`src/rtl/rv32_pkg.sv`:
```
// Shared RV32I constants: base opcodes, immediate-type encodings and the canonical NOP.
package rv32_pkg;

    localparam logic [6:0] OP_LUI    = 7'b0110111;
    localparam logic [6:0] OP_AUIPC  = 7'b0010111;
    localparam logic [6:0] OP_JAL    = 7'b1101111;
    localparam logic [6:0] OP_JALR   = 7'b1100111;
    localparam logic [6:0] OP_BRANCH = 7'b1100011;
    localparam logic [6:0] OP_LOAD   = 7'b0000011;
    localparam logic [6:0] OP_STORE  = 7'b0100011;
    localparam logic [6:0] OP_IMM    = 7'b0010011;
    localparam logic [6:0] OP_REG    = 7'b0110011;

    localparam logic [1:0] IMM_I = 2'b00;
    localparam logic [1:0] IMM_U = 2'b01;
    localparam logic [1:0] IMM_B = 2'b10;
    localparam logic [1:0] IMM_J = 2'b11;

    // addi x0, x0, 0
    localparam logic [31:0] NOP = 32'h0000_0013;

endpackage

```
`src/rtl/id_hazard_ctrl_sat_counter.sv`:
```
// Saturating up-counter with synchronous reset; sticks at all-ones instead of wrapping.
module sat_counter #(
    parameter int W = 16
) (
    input  logic         clk_i,
    input  logic         rst_i,
    input  logic         inc_i,
    output logic [W-1:0] count_o
);

    logic [W-1:0] count_q;
    logic [W-1:0] count_d;

    always_comb begin
        count_d = count_q;
        if (inc_i && (count_q != {W{1'b1}})) begin
            count_d = count_q + {{(W-1){1'b0}}, 1'b1};
        end
    end

    always_ff @(posedge clk_i) begin
        if (rst_i) begin
            count_q <= '0;
        end else begin
            count_q <= count_d;
        end
    end

    assign count_o = count_q;

endmodule

```
`src/rtl/id_hazard_ctrl.sv`:
```
// Decode-stage controller: owns IF/ID, decodes IMM_SRC, detects load-use hazards
// against EX and sequences stall/flush/freeze with saturating event counters.
module id_hazard_ctrl
    import rv32_pkg::*;
#(
    parameter logic [31:0] RESET_PC  = 32'h0000_0000,
    parameter logic [31:0] NOP_INSTR = NOP,
    parameter int          CNT_W     = 16
) (
    input  logic             CLK,
    input  logic             RST,
    input  logic [31:0]      INSTR_i,
    input  logic [31:0]      PC_i,
    input  logic             FETCH_VALID_i,
    input  logic             EX_MEMREAD_i,
    input  logic [4:0]       EX_RD_i,
    input  logic             BR_TAKEN_i,
    input  logic             MEM_BUSY_i,
    output logic [31:0]      ID_INSTR_o,
    output logic [31:0]      ID_PC_o,
    output logic             ID_VALID_o,
    output logic [1:0]       IMM_SRC_o,
    output logic             PC_EN_o,
    output logic             IDEX_BUBBLE_o,
    output logic [CNT_W-1:0] STALL_CNT_o,
    output logic [CNT_W-1:0] FLUSH_CNT_o
);

    logic [31:0] instr_q, instr_d;
    logic [31:0] pc_q, pc_d;
    logic        valid_q, valid_d;

    logic [6:0] opcode;
    logic [4:0] rs1;
    logic [4:0] rs2;
    logic       uses_rs1;
    logic       uses_rs2;
    logic       load_use;
    logic       stall_inc;
    logic       flush_inc;

    assign opcode = instr_q[6:0];
    assign rs1    = instr_q[19:15];
    assign rs2    = instr_q[24:20];

    assign uses_rs1 = !((opcode == OP_LUI) || (opcode == OP_AUIPC) || (opcode == OP_JAL));
    assign uses_rs2 = (opcode == OP_REG) || (opcode == OP_STORE) || (opcode == OP_BRANCH);

    always_comb begin
        IMM_SRC_o = IMM_I;
        case (opcode)
            OP_LUI, OP_AUIPC: IMM_SRC_o = IMM_U;
            OP_BRANCH:        IMM_SRC_o = IMM_B;
            OP_JAL:           IMM_SRC_o = IMM_J;
            default:          IMM_SRC_o = IMM_I;
        endcase
    end

    // Stall self-releases: the bubble it inserts clears EX_MEMREAD_i next cycle.
    assign load_use = valid_q && EX_MEMREAD_i && (EX_RD_i != 5'd0) &&
                      ((uses_rs1 && (EX_RD_i == rs1)) || (uses_rs2 && (EX_RD_i == rs2)));

    // Priority: memory busy freezes everything, then flush, then load-use stall.
    always_comb begin
        instr_d       = instr_q;
        pc_d          = pc_q;
        valid_d       = valid_q;
        PC_EN_o       = 1'b1;
        IDEX_BUBBLE_o = 1'b0;
        stall_inc     = 1'b0;
        flush_inc     = 1'b0;
        if (MEM_BUSY_i) begin
            PC_EN_o = 1'b0;
        end else if (BR_TAKEN_i) begin
            IDEX_BUBBLE_o = 1'b1;
            flush_inc     = 1'b1;
            instr_d       = NOP_INSTR;
            pc_d          = PC_i;
            valid_d       = 1'b0;
        end else if (load_use) begin
            PC_EN_o       = 1'b0;
            IDEX_BUBBLE_o = 1'b1;
            stall_inc     = 1'b1;
        end else begin
            instr_d = FETCH_VALID_i ? INSTR_i : NOP_INSTR;
            pc_d    = PC_i;
            valid_d = FETCH_VALID_i;
        end
    end

    always_ff @(posedge CLK) begin
        if (RST) begin
            instr_q <= NOP_INSTR;
            pc_q    <= RESET_PC;
            valid_q <= 1'b0;
        end else begin
            instr_q <= instr_d;
            pc_q    <= pc_d;
            valid_q <= valid_d;
        end
    end

    assign ID_INSTR_o = instr_q;
    assign ID_PC_o    = pc_q;
    assign ID_VALID_o = valid_q;

    sat_counter #(.W(CNT_W)) u_stall_cnt (
        .clk_i   (CLK),
        .rst_i   (RST),
        .inc_i   (stall_inc),
        .count_o (STALL_CNT_o)
    );

    sat_counter #(.W(CNT_W)) u_flush_cnt (
        .clk_i   (CLK),
        .rst_i   (RST),
        .inc_i   (flush_inc),
        .count_o (FLUSH_CNT_o)
    );

endmodule

```
`config.mk`:
```
export PLATFORM = sky130hd
export DESIGN_NAME = id_hazard_ctrl
export DESIGN_NICKNAME = d
export VERILOG_FILES = /design/src/rtl/rv32_pkg.sv /design/src/rtl/id_hazard_ctrl_sat_counter.sv /design/src/rtl/id_hazard_ctrl.sv
export SDC_FILE = /design/constraint.sdc
export NUM_CORES = 1
export LEC_CHECK = 0
export BUFFER_PORTS_ARGS = -buffer_cell sky130_fd_sc_hd__buf_2
export CAP_MARGIN = 20
export CORE_UTILIZATION = 47
export CTS_CLUSTER_SIZE = 25
export DETAILED_ROUTE_END_ITERATION = 16
export PLACE_DENSITY_LB_ADDON = 0.3
export SLEW_MARGIN = 10
export SYNTH_ARGS = -nofsm -noshare
export SYNTH_HDL_FRONTEND = slang
export SYNTH_SLANG_ARGS = --single-unit
export TNS_END_PERCENT = 1
```
`constraint.sdc`:
```
create_clock -name CLK -period 3 [get_ports CLK]
set_input_delay 0.45 -clock CLK [delete_from_list [all_inputs] [get_ports CLK]]
set_output_delay 0.45 -clock CLK [all_outputs]
set_load 0.01 [all_outputs]
```
# Word level (Yosys, flattened, before mapping)
# Index checks and enable logic that the tools add are counted.
totals:
  reg_bits: 97
  inputBits: 75
  out_inout_bits: 101
  elab_cells: 53
classes:
  n_addsub: 2
  eq_ne: 11
  n_mux: 18
  bitwise: 1
  n_reduce_logical: 16
op_table:
  columns: ["cell", "count"]
  rows:
  - ["$mux W32", 5]
  - ["$add A16 B1 Y16 const B", 2]
  - ["$ne A16 B16 Y1 const B", 2]
  - ["$eq A7 B6 Y1 const B", 3]
  - ["$eq A7 B7 Y1 const B", 2]
  - ["$mux W1", 12]
  - ["$eq A5 B5 Y1", 2]
  - ["$eq A7 B5 Y1 const B", 1]
  - ["$logic_and A1 B1 Y1", 7]
  - ["$pmux W2 S3", 1]
  - ["$logic_or A1 B1 Y1", 5]
  - ["$reduce_bool A5 Y1", 1]
  - ["$ne A2 B2 Y1 const B", 1]
  - ["$reduce_and A2 Y1", 1]
  - ["$reduce_or A2 Y1", 1]
  - ["$logic_not A1 Y1", 1]
  - ["$not A1 Y1", 1]

# Longest topological paths before layout
# Gate-level depths: netlist of run 1.
depth:
  ltp_word: 11
  depth_mapped: 8
  mapped_depth_nobuf: 7

# Modules after synthesis
# From an unflattened synthesis of run 1, not the netlist that was laid out.
unflattened:
  hier_cells: 471
  area_unflattened_um2: 4413.0
modules_own_cells:
  columns: ["mod", "instances", "cells_per_inst", "area_per_inst_um2", "seq_area_each_um2"]
  rows:
  - ["id_hazard_ctrl", 1, 273, 2716.4, 1301.2]
  - ["sat_counter", 2, 99, 848.3, 320.3]

# Worst setup path before layout of run 1
# Ideal clock, no wire load.
synth_timing:
  path_kind: "input to output"
  from: "in EX_RD_i[1]"
  to: "out PC_EN_o"
  arrival_time_ns: 1.890
  required_time_ns: 2.550
  setup_slack_ns: 0.660
  cell_stages: 5
  path_buffers: 1
  path_cell_list: "or4_4 -> o2111ai_2 -> nor4_1 -> a311oi_2 -> buf_2"
synth_via:
  elab_chain_len: 7
  elab_cells_between_ends: 11
  cone_classes: "eq/ne: 2; mux: 3; reduce/logical: 6"
synth_lines:
  columns: ["element", "line", "source"]
  rows:
  - ["start: declaration", "id_hazard_ctrl.sv:16", "input logic [4:0] EX_RD_i,"]
  - ["$eq A5 B5 Y1", "id_hazard_ctrl.sv:61", "((uses_rs1 && (EX_RD_i == rs1)) || (uses_rs2 && (EX_RD_i == rs2)));"]
  - ["$logic_and A1 B1 Y1", "id_hazard_ctrl.sv:61", null]
  - ["$logic_or A1 B1 Y1", "id_hazard_ctrl.sv:61", null]
  - ["$logic_and A1 B1 Y1 (*)", "id_hazard_ctrl.sv:60", "assign load_use = valid_q && EX_MEMREAD_i && (EX_RD_i != 5'd0) &&"]
  - ["$mux W1 (*)", "id_hazard_ctrl.sv:80", "end else if (load_use) begin"]
  - ["$mux W1 (*)", "id_hazard_ctrl.sv:74", "end else if (BR_TAKEN_i) begin"]
  - ["$mux W1 (*)", "id_hazard_ctrl.sv:72", "if (MEM_BUSY_i) begin"]
  - ["end: declaration", "id_hazard_ctrl.sv:23", "output logic PC_EN_o,"]
# Mark *: on every way between the ends. The rest lies on a longest branch, timed or not.

# Worst setup path after layout of run 1
layout_timing:
  from: "reg instr_q[5] (netlist: ID_INSTR_o[5])"
  to: "out IDEX_BUBBLE_o"
layout_via:
  elab_chain_len: 10
  elab_cells_between_ends: 18
  cone_classes: "eq/ne: 6; mux: 3; reduce/logical: 9"
layout_lines:
  columns: ["element", "line", "source"]
  rows:
  - ["start: declaration", "id_hazard_ctrl.sv:29", "logic [31:0] instr_q, instr_d;"]
  - ["start signal: assignment", "id_hazard_ctrl.sv:97", "instr_q <= instr_d;"]
  - ["$eq A7 B6 Y1 or $eq A7 B5 Y1 (tied branches)", "id_hazard_ctrl.sv:46", "assign uses_rs1 = !((opcode == OP_LUI) || (opcode == OP_AUIPC) || (opcode == OP_JAL));"]
  - ["$logic_or A1 B1 Y1 (2 in a row)", "id_hazard_ctrl.sv:46", null]
  - ["$logic_not A1 Y1", "id_hazard_ctrl.sv:46", null]
  - ["$logic_and A1 B1 Y1", "id_hazard_ctrl.sv:61", null]
  - ["$logic_or A1 B1 Y1 (*)", "id_hazard_ctrl.sv:61", null]
  - ["$logic_and A1 B1 Y1 (*)", "id_hazard_ctrl.sv:60", null]
  - ["$mux W1 (*)", "id_hazard_ctrl.sv:80", null]
  - ["$mux W1 (*)", "id_hazard_ctrl.sv:74", null]
  - ["$mux W1 (*)", "id_hazard_ctrl.sv:72", null]
  - ["end: declaration", "id_hazard_ctrl.sv:24", "output logic IDEX_BUBBLE_o,"]
# Marked as above.

==> summary.txt, run 1 <==
Comb power frac: 9.9%
most frequent cells after synthesis: dfxtp_1, nor2_1, mux2i_1
final worst setup slack: 0.218 ns
Slew HR: 38.7%
reg-to-reg critical path startpoint: ID_INSTR_o[5]
Cell variety after synth: 48
Avg Inst Size Synth: 9.81 um2
top-level I/O count: 176
most frequent cell after synthesis: dfxtp_1
outcome: completed
initial DRC count: 103
sequential element share of the synthesized area: 49.3%
Avg Vias per Cell: 5.25
drt pass-1 iters: 4
Reg clk slew, reported paths: 0.09 ns
final worst path period need: 2.78 ns
Final Instance Count excl. Fillers: 684
CTS tree: done
final core occ: 62.9%
I/O Buffers: 175
Crit Path Class: register to output pin
pin count of the biggest net entering global routing: 71
GRT overflow: 0
setup TNS: 0 ns
R2R cell count: 6
final setup fails: 0
CTS H-tree lvls: 3
Pwr Total: 2460 uW
leak pwr: 0.00247 uW
area of the multi-input gates: 1900 um2
initial antenna violation count: 0
core area: 8180 um2
Post-synth top flop: dfxtp_1
Clock Power Share: 35.2%
critical path arrival: 2.33 ns
Layout area overhead: 30.5%
Final Net Count: 652
first-pass GRT wire length: 15.5 mm
share of layout cells above drive strength 1: 35.9%
sw frac: 24.0%
Tcrit/Tclk final: 92.7%
hold crit path type: input pin to register
detailed placement HPWL: 7.20 mm
die span in x: 93.6 um
# hold bufs at CTS: 0
Num CTS Buffers: 9
dpl cells: 669
total track usage: 22.7%
Max Freq: 360 MHz
die height: 93.6 um
# clock sinks: 97
fraction of registers with async set or reset after synthesis: 0%
Internal Power: 1870 uW
slew of the pin with the lowest slew margin: 0.913 ns
Mapped Cells: 402
Synth Register Bits: 97
Clk Latency, worst-skew pair: 0.36 ns
row cnt: 33
CP endpoint kind: output pin
DIE AREA: 8760 um2
Worst Hold Depth: 2
postcts setup bufs: 0
Setup WS pre-CTS: 0.356 ns
Synthesized Nets: 479
n_diodes: 0
DR vias: 3590
max-cap viol count: 0
area of the mapped netlist: 3940 um2
switching pwr: 589 uW
total detailed-routing wirelength: 9.71 mm
EDFF count, synth: 0
final hold violations: 0
DRC errors left: 0
P per Cell Area: 478 nW/um2
DR WL/cell: 14.2 um
fillers: 728
Post-CTS Resized: 0
CP required: 2.55 ns
RSZ-0062 raised after global routing: no
Critical Path Source: ID_INSTR_o[5]
Yosys top cell area share: 49.3%
CTS root buf: clkbuf_8
part of the power in registers: 54.9%
initial core utilization: 48.2%
VDD IR-drop max: 237 uV
CP Launch Type: register
post-route ant nets: 0
register area: 1940 um2
vias in the first global route: 3317
main area contributors after synthesis: dfxtp_1, mux2i_1, nor2_1
Clock Skew: 0.00963 ns
most area-hungry cell type in the Yosys netlist: dfxtp_1
routability cong.: 0.783
Max clock buf depth: 2
Final Max Tran Viols: 0
CP Max Fanout: 7
worst hold path startpoint: INSTR_i[16]
synth warn: 0
==> per-stage QoR <==
step / cell area [um2] / hold WS [ns]
6_report: 5140 / 0.301
5_1_grt: 5140 / 0.284
2_1_floorplan: 3940 / 0.504
4_1_cts: 5140 / 0.287
3_5_place_dp: 4940 / 0.456
3_3_place_gp: 4940 / 0.451
==> critical path: stages, from the launching register on <==
cell and delay, ns:
dfxtp_1 0.40, nand3_1 0.11, a2111o_1 0.44, nor4_4 0.39, or2_1 0.26, nand2_1 0.07, a21oi_1 0.14, buf_2 0.16
==> cells by family (layout without fill, tap and decap cells) <==
group	Yosys count	in the layout	synth area share, %
flip-flops	97	97	49.3
buffers and inverters	27	204	3.30
AND/OR/NAND/NOR	141	141	17.4
AO/OA/AOI/OAI	70	70	13.7
XOR/XNOR	28	28	6.22
adder cells (fa/ha/maj)	2	2	0.635
multiplexers	37	37	9.49
==> final timing paths <==
path	end	slack, ns
hold / removal	ID_INSTR_o[16]	0.30
hold reg to reg	ID_INSTR_o[10]	0.48
setup / recovery	IDEX_BUBBLE_o	0.22
setup reg to reg	u_stall_cnt.count_o[15]	0.40
==> final cells by class <==
cell class	instances	area share, %
multi-input cells	278	36.9
inverters	6	0.438
well taps	105	2.55
clock buffers	11	2.94
flip-flops and latches	97	37.8
repair buffers	183	18.4
clock inverters	4	0.997
==> cell usage in the layout, fill, tap and decap left out, drive strengths merged, types with 11 or more instances in the layout <==
| cell type | netlist | routed |
|---|---|---|
| buf | 8 | 183 |
| dfxtp | 97 | 97 |
| mux2i | 34 | 34 |
| clkbuf | 13 | 11 |
| xor2 | 16 | 16 |
| xnor2 | 12 | 12 |
| a21oi | 13 | 13 |
| nor2 | 68 | 68 |
| nand2 | 12 | 12 |
| nand3 | 21 | 21 |
| a22o | 29 | 29 |
==> sequential cells by signal (all words and copies together) (netlist names) <==
register / count
u_stall_cnt.count_o: 16
ID_INSTR_o: 32
ID_PC_o: 32
ID_VALID_o: 1
u_flush_cnt.count_o: 16
==> routing by layer <==
| layer | part of all wire (%) | global-route usage (%) | wire (um) |
|---|---|---|---|
| met1 | 42 | 27.7 | 4110 |
| met2 | 49 | 37.6 | 4790 |
| met3 | 6.7 | 5.61 | 650 |
| met4 | 1.7 | 10.4 | 169 |
| met5 | 0 | 0 | 0 |
==> power groups by stage <==
stage	Combinational, uW	Clock, uW	Sequential, uW
after floorplan	109	0	1400
after global placement	238	0	1380
after global routing	269	938	1360
final	244	865	1350
after CTS	246	886	1350
after detailed placement	245	0	1380
No activity file was read; power rests on OpenSTA's default activity.
==> run 2: changes to the inputs <==
==> constraint.sdc (replaced) <==
create_clock -name CLK -period 2.6 [get_ports CLK]
set_input_delay 0.39 -clock CLK [delete_from_list [all_inputs] [get_ports CLK]]
set_output_delay 0.39 -clock CLK [all_outputs]
set_load 0.01 [all_outputs]
==> run 2 against run 1 <==
Flip-flop and latch count unchanged. Routed wire length up 1.9%. Via count up 0.75%. First-iteration DRC count down 6.8%. Critical endpoint unchanged. Critical path type unchanged.
==> summary.txt, run 2 (synthesis gave the netlist of run 1 again) <==
Max clock buf depth: 2 (unchanged)
CP endpoint kind: output pin
GRT overflow: 0 (unchanged)
hold crit path type: input pin to register
CP required: 2.21 ns (-0.34 ns)
reg-to-reg critical path startpoint: ID_INSTR_o[0]
Tcrit/Tclk final: 94.8%
fillers: 700 (-3.8%)
Critical Path End: IDEX_BUBBLE_o
share of layout cells above drive strength 1: 37.2% (+1.2 points)
Max Freq: 406 MHz
Reg clk slew, reported paths: 0.11 ns (+0.02 ns)
critical path arrival: 2.07 ns (-0.26 ns)
outcome: completed
CP Launch Type: register
sw frac: 25.0% (+1.0 points)
part of the power in registers: 52.5% (-2.4 points)
total track usage: 22.4% (-0.35 points)
Avg Vias per Cell: 5.25 (about the same)
initial DRC count: 96 (-6.8%)
P per Cell Area: 567 nW/um2 (+19%)
die span in x: 93.6 um (unchanged)
R2R cell count: 7 (+1)
top-level I/O count: 176 (unchanged)
Clk Latency, worst-skew pair: 0.36 ns (about the same)
detailed placement HPWL: 7.29 mm (+1.2%)
slew of the pin with the lowest slew margin: 0.705 ns (-0.208 ns)
n_diodes: 0 (unchanged)
DR vias: 3617 (+0.75%)
core area: 8180 um2 (unchanged)
Layout area overhead: 32.8%
dpl cells: 671 (+0.30%)
cell area after layout: 5240 um2 (+1.8%)
# clock sinks: 97 (unchanged)
Clock Skew: 0.0135 ns (+0.00389 ns)
Num CTS Buffers: 9 (unchanged)
total detailed-routing wirelength: 9.90 mm (+1.9%)
CTS tree: done
register area: 1950 um2 (+0.19%)
leak pwr: 0.00251 uW (+1.6%)
DR WL/cell: 14.4 um (+1.2%)
most frequent cells in the layout: buf_2, dfxtp_1, nor2_1
initial antenna violation count: 0 (unchanged)
RR Endpoint: u_stall_cnt.count_o[15]
Final Net Count: 656 (+0.61%)
CP Max Fanout: 4 (-3)
VDD IR-drop max: 324 uV (+37%)
DIE AREA: 8760 um2 (unchanged)
row cnt: 33 (unchanged)
Hold Worst Slack: 0.232 ns (-0.0693 ns)
max-cap viol count: 0 (unchanged)
post-route ant nets: 0 (unchanged)
Setup WS pre-CTS: 0.0677 ns (-0.288 ns)
routability cong.: 0.820 (+4.7%)
I/O Buffers: 175 (unchanged)
pin count of the biggest net entering global routing: 71 (unchanged)
switching pwr: 742 uW (+26%)
final worst path period need: 2.46 ns
CTS H-tree lvls: 3 (unchanged)
most common cell after layout, fill and taps aside: buf_2
Slew HR: 53.0% (+14 points)
setup TNS: 0 ns (unchanged)
vias in the first global route: 3215 (-3.1%)
area of the multi-input gates: 1910 um2 (+0.66%)
CTS root buf: clkbuf_8
Worst Hold Depth: 2 (unchanged)
Critical Path Source: ID_INSTR_o[0]
Final Instance Count excl. Fillers: 689 (+0.73%)
final hold violations: 0 (unchanged)
Clock Power Share: 37.9% (+2.7 points)
Internal Power: 2230 uW (+19%)
Comb power frac: 9.6% (-0.3 points)
reg2reg setup slack: 0.23 ns (-0.17 ns)
final setup fails: 0 (unchanged)
DRC errors left: 0 (unchanged)
initial core utilization: 48.2% (unchanged)
final worst setup slack: 0.136 ns (-0.0821 ns)
die height: 93.6 um (unchanged)
post-place instance area: 4970 um2 (+0.56%)
drt pass-1 iters: 4 (unchanged)
Crit Path Class: register to output pin
first-pass GRT wire length: 15.4 mm (-1.2%)
Final Max Tran Viols: 0 (unchanged)
RSZ-0062 raised after global routing: yes
-- run 2: metal layers --
metal / up-vias / global-route usage [%] / wire [um]
met5: - / 0 / 0
met2: 111 / 37.5 / 4990
li1: 1788 / - / -
met4: 0 / 6.92 / 56
met1: 1712 / 27.2 / 4170
met3: 6 / 7.07 / 682
-- run 2: worst max-delay path, cell delays in order (launching register included) --
cell,delay (ns)
dfxtp_1,0.39
nand3_1,0.11
a2111o_1,0.44
nor4_4,0.23
or2_1,0.15
nand2_1,0.06
a21oi_1,0.17
buf_2,0.17
-- run 2: metrics by stage --
step / util (%) / power [uW]
6_report: 64.1 / 2970
3_3_place_gp: 60.8 / 1870
3_5_place_dp: 60.8 / 1880
5_1_grt: 64.1 / 3090
4_1_cts: 63.9 / 3000
2_1_floorplan: - / 1740
-- run 2: area by class of cell --
type                            count  share of cell area, %
Sequential cell                    97                   37.1
Tap cell                          105                   2.51
Timing Repair Buffer              187                   19.0
Multi-Input combinational cell    278                   36.5
Clock inverter                      7                   2.13
Inverter                            6                  0.430
Clock buffer                        9                   2.37
-- run 2: worst min path at each step --
stage	start	end	slack, ns
final	INSTR_i[12]	ID_INSTR_o[12]	0.23
after global routing	INSTR_i[31]	ID_INSTR_o[31]	0.22
after CTS	INSTR_i[29]	ID_INSTR_o[29]	0.22
after detailed placement	ID_INSTR_o[8]	ID_INSTR_o[8]	0.45
after global placement	ID_INSTR_o[8]	ID_INSTR_o[8]	0.45
after floorplan	u_stall_cnt.count_o[9]	u_stall_cnt.count_o[9]	0.50
-- run 2: power by group through the flow --
stage / registers [uW] / logic [uW] / clock network [uW]
2_1_floorplan: 1610 / 126 / 0
3_3_place_gp: 1590 / 277 / 0
3_5_place_dp: 1590 / 284 / 0
4_1_cts: 1560 / 285 / 1150
5_1_grt: 1560 / 311 / 1210
6_report: 1560 / 284 / 1130
-- run 2: what timing repair did --
action,4_1_cts,5_1_grt
hold buffers,0,0
resized for setup,1,6
setup endpoints to repair,2,3
setup buffers,2,0
pin swaps,3,1
